[src/rtl/adder_seq_ctrl.sv]
// Wide add/subtract sequencer: one 3-bit adder slice reused per clock,
// LSB slice first, with the carry chained through a register.

module adder (
  input  logic       cin,
  input  logic [2:0] x,
  input  logic [2:0] y,
  output logic [3:0] r
);
  assign r = {1'b0, x} + {1'b0, y} + {3'b000, cin};
endmodule

module adder_seq_ctrl #(
  parameter int NSLICE = 3
) (
  input  logic                clk,
  input  logic                rst,
  input  logic                start,
  input  logic                sub,
  input  logic [3*NSLICE-1:0] a,
  input  logic [3*NSLICE-1:0] b,
  output logic                ready,
  output logic                done,
  output logic [3*NSLICE-1:0] sum,
  output logic                cout,
  output logic                ovf
);
  localparam int W  = 3 * NSLICE;
  localparam int IW = (NSLICE > 1) ? $clog2(NSLICE) : 1;
  localparam logic [IW-1:0] LAST_IDX = IW'(NSLICE - 1);

  typedef enum logic [1:0] {
    S_IDLE = 2'd0,
    S_RUN  = 2'd1,
    S_DONE = 2'd2
  } state_t;

  state_t        state_q, state_d;
  logic [IW-1:0] idx_q, idx_d;
  logic          c_q, c_d;
  logic [W-1:0]  a_q, a_d, b_q, b_d, sum_q, sum_d;
  logic          cout_q, cout_d, ovf_q, ovf_d;
  logic [2:0]    x_s, y_s;
  logic [3:0]    r_s;
  logic          last_s;

  assign last_s = (idx_q == LAST_IDX);

  // Select the operand slice addressed by idx
  always_comb begin
    x_s = 3'b000;
    y_s = 3'b000;
    for (int i = 0; i < NSLICE; i++) begin
      x_s = (idx_q == IW'(i)) ? a_q[3*i +: 3] : x_s;
      y_s = (idx_q == IW'(i)) ? b_q[3*i +: 3] : y_s;
    end
  end

  adder u_adder (
    .cin (c_q),
    .x   (x_s),
    .y   (y_s),
    .r   (r_s)
  );

  // FSM state register
  always_ff @(posedge clk) begin
    if (rst) begin
      state_q <= S_IDLE;
    end else begin
      state_q <= state_d;
    end
  end

  // FSM next-state logic
  always_comb begin
    state_d = state_q;
    case (state_q)
      S_IDLE:  state_d = start ? S_RUN : S_IDLE;
      S_RUN:   state_d = last_s ? S_DONE : S_RUN;
      S_DONE:  state_d = S_IDLE;
      default: state_d = S_IDLE;
    endcase
  end

  // FSM outputs (Moore)
  always_comb begin
    ready = 1'b0;
    done  = 1'b0;
    case (state_q)
      S_IDLE:  ready = 1'b1;
      S_RUN:   ready = 1'b0;
      S_DONE:  done  = 1'b1;
      default: ready = 1'b0;
    endcase
  end

  // Datapath next-state: operand latch, slice write-back, flags
  always_comb begin
    a_d    = a_q;
    b_d    = b_q;
    c_d    = c_q;
    idx_d  = idx_q;
    sum_d  = sum_q;
    cout_d = cout_q;
    ovf_d  = ovf_q;
    case (state_q)
      S_IDLE: begin
        if (start) begin
          // Subtraction is a + ~b + 1: invert B here, inject the +1 as carry-in
          a_d    = a;
          b_d    = b ^ {W{sub}};
          c_d    = sub;
          idx_d  = {IW{1'b0}};
          sum_d  = {W{1'b0}};
          cout_d = 1'b0;
          ovf_d  = 1'b0;
        end else begin
          a_d = a_q;
        end
      end
      S_RUN: begin
        c_d   = r_s[3];
        idx_d = idx_q + IW'(1);
        for (int i = 0; i < NSLICE; i++) begin
          sum_d[3*i +: 3] = (idx_q == IW'(i)) ? r_s[2:0] : sum_q[3*i +: 3];
        end
        if (last_s) begin
          cout_d = r_s[3];
          ovf_d  = (a_q[W-1] == b_q[W-1]) && (r_s[2] != a_q[W-1]);
        end else begin
          cout_d = cout_q;
        end
      end
      S_DONE:  c_d = c_q;
      default: c_d = c_q;
    endcase
  end

  // Datapath registers
  always_ff @(posedge clk) begin
    if (rst) begin
      a_q    <= {W{1'b0}};
      b_q    <= {W{1'b0}};
      c_q    <= 1'b0;
      idx_q  <= {IW{1'b0}};
      sum_q  <= {W{1'b0}};
      cout_q <= 1'b0;
      ovf_q  <= 1'b0;
    end else begin
      a_q    <= a_d;
      b_q    <= b_d;
      c_q    <= c_d;
      idx_q  <= idx_d;
      sum_q  <= sum_d;
      cout_q <= cout_d;
      ovf_q  <= ovf_d;
    end
  end

  assign sum  = sum_q;
  assign cout = cout_q;
  assign ovf  = ovf_q;

endmodule

[config.mk]
export PLATFORM = sky130hd
export DESIGN_NAME = adder_seq_ctrl
export DESIGN_NICKNAME = d
export VERILOG_FILES = /design/src/rtl/adder_seq_ctrl.sv
export SDC_FILE = /design/constraint.sdc
export NUM_CORES = 1
export LEC_CHECK = 0
export CORE_AREA = 4 4 52 73
export CTS_CLUSTER_DIAMETER = 50
export DETAILED_ROUTE_END_ITERATION = 7
export DIE_AREA = 0 0 56 77
export MAX_ROUTING_LAYER = met4
export PLACE_DENSITY = 0.89
export SYNTH_ARGS = -nofsm -noshare
export SYNTH_HDL_FRONTEND = slang
export SYNTH_SLANG_ARGS = --single-unit
[constraint.sdc]
create_clock -name clk -period 6.2 [get_ports clk]
set_clock_uncertainty 0.15 [all_clocks]
set_input_delay 1.86 -clock clk [delete_from_list [all_inputs] [get_ports clk]]
set_output_delay 1.86 -clock clk [all_outputs]
set_load 0.05 [all_outputs]
==> impl_metrics.toml <==
[cts]
clk_latency_ns = 0.29
root_buffer = "clkbuf_8"
cts_tree = "done"
ctsHoldBuffers = 0
numCtsBuffers = 5
clockBufferDepth = 2
postCtsSetupBuffers = 0
cts-resized-gates = 0
cts.htree.levels = 2
clock_sinks = 34
clk_pin_slew_ns = 0.07

[setup_path]
critPathArrivalTime_ns = 1.70
endpoint_kind = "output port"
crit_fanout = 5
r2r_slack_ns = 3.28
start_kind = "flop"
crit_required_ns = 4.19
path_class = "flop to output port"
rr_endpoint = "ovf$_SDFFE_PP0P_"
reg2regPathDepth = 12
timing.rr.start = "idx_q[1]$_SDFFE_PP0P_"
cp-startpoint = "state_q[1]$_SDFF_PP0_"

[cells_and_area]
diodes = 0
fin_area_um2 = 2072
layout_common_cells = "dfxtp_1, clkdlybuf4s50_1, nand2_1"
finalNetCount = 254
drive_above_1_share_pct = 7.080
final_util_pct = 66.35
area_growth_pct = 26.70

[yosys]
synth_warnings = 0
yosys.area.top_type = "dfxtp_1"
synthFlopType = "dfxtp_1"
synth_edf_count = 0
yosys_register_bits = 34
synth_area_leaders = "dfxtp_1, nand2_1, a21oi_1, nor2_1, xnor2_1"
synth_top_area_share_pct = 41.62
synth_seq_area_share_pct = 41.62
syn_area_per_cell_um2 = 8.386
syn_inst = 195
ys_async_sr_fraction_pct = 0
syn-cell-area_um2 = 1635
synth_nets = 224
synth.distinct_cells = 35

[power_and_ir_drop]
power.density_nw_per_um2 = 266.2
vdd_drop_max_uv = 196.5
p_leak_nw = 0.7802
total_power_mw = 0.5516

[timing]
finalCriticalPeriod_ns = 3.705
max_freq_ghz = 0.2699
fin_crit_sh_pct = 59.77
worstMarginPinSlew_ns = 0.8272
final-max-slew-violation-count = 0
slew_headroom_pct = 44.74
setup_violations = 0
hold_ws_ns = 0.3045
fin_tns_setup_ns = 0
rsz0062_at_grt = "no"
final_hold_viol_count = 0

[placement]
dpl.hpwl_mm = 2.359
placed_area_um2 = 1963
gp_congestion = 0.8023
io_buffers = 34

[floorplanning]
start_util_pct = 52.36
die_h_um = 77
die_w_um = 56
die_area_um2 = 4312
io_pins = 35
rows = 24
coreArea_um2 = 3123

[run]
maxCapViolCount = 0

[routing]
dr.pass1.iters = 4
vias_per_cell = 5.275
drt_iter0_drc = 37
vias = 1398
wire_per_inst_um = 13.13
postRouteAntennaNets = 0
drt-total-wl_mm = 3.480
drc_errors = 0

[hold_path]
whs_path_depth = 2
whs_endpoint = "a_q[5]$_SDFFE_PP0P_"
min-delay-start = "a_q[5]$_SDFFE_PP0P_"
hp-class = "flop to flop"

[grt]
antenna_found_initial = 0
grt-ovfl-total = 0
grt_max_degree = 35
grt_pass1_vias = 1302
grt_first_pass_wirelength_mm = 5.623
grt_use_total_pct = 16.91

[status]
status = "finished clean"
state kept, by name, indices dropped and copies added, names as in the netlist:
register / flops
c_q: 1
sum: 9
ovf: 1
cout: 1
a_q: 9
state_q: 2
idx_q: 2
b_q: 9
area by class of cell:
class                   instances  area, um^2
fillers                       282        1051
repair buffers                 36       355.3
well taps                      39       48.80
inverters                       5       18.77
clock inverters                 3       40.04
flip-flops and latches         34       680.7
clock buffers                   5       68.82
multi-input cells             143       859.6
worst max-delay path by stage:
stage | depth (start not counted) | end
finish | 2 | done
global route | 2 | done
CTS | 2 | done
detailed placement | 6 | sum[1]$_SDFFE_PP0P_
global placement | 6 | sum[1]$_SDFFE_PP0P_
floorplan | 1 | done
kinds of logic (layout without fill, tap and decap cells):
group,Yosys count,count (layout),synth area share (%)
xor gates and xnor gates,10,10,5.356
DFF,34,34,41.62
buffers and inverters,18,49,5.814
and+or+nand+nor,76,76,20.35
adders and majority gates,7,7,6.274
AOI/OAI and AO/OA,49,49,19.97
muxes,1,1,0.6121
report_power, final:
group	internal [mW]	switching (mW)	leakage, nW
clock	0.118	0.0838	0.0579
combinational	0.0471	0.0624	0.444
sequential	0.232	0.00814	0.278
per-layer routing:
layer	GRT usage, %	vias up	wire [um]
li1	-	722	-
met1	17.03	631	1422
met2	29.27	35	1776
met3	5.210	10	185
met4	8.076	0	95
met5	-	-	0
cell usage after synthesis (2+ instances only):
| library cell | instances |
|---|---|
| clkbuf_1 | 7 |
| a21oi_1 | 22 |
| buf_4 | 2 |
| a32oi_1 | 3 |
| o21ai_0 | 4 |
| xnor2_1 | 10 |
| ha_1 | 5 |
| or2_2 | 2 |
| a22oi_1 | 4 |
| nor2_1 | 29 |
| a211oi_1 | 8 |
| nand3b_1 | 2 |
| nand2_1 | 32 |
| fa_1 | 2 |
| nand3_1 | 5 |
| nor2b_1 | 2 |
| inv_1 | 5 |
| dfxtp_1 | 34 |
critical path, cell delays in order, from the launching register on:
cell and delay, ns:
dfxtp_1 0.44, nor2b_1 0.16, clkdlybuf4s50_1 0.80
stage by stage:
stage | setup WS [ns] | instances
CTS | 2.482 | 265
finish | 2.495 | 265
global placement | 2.678 | 257
floorplan | 3.055 | 195
global route | 2.419 | 265
detailed placement | 2.614 | 257
(Power assumes the default switching activity.)
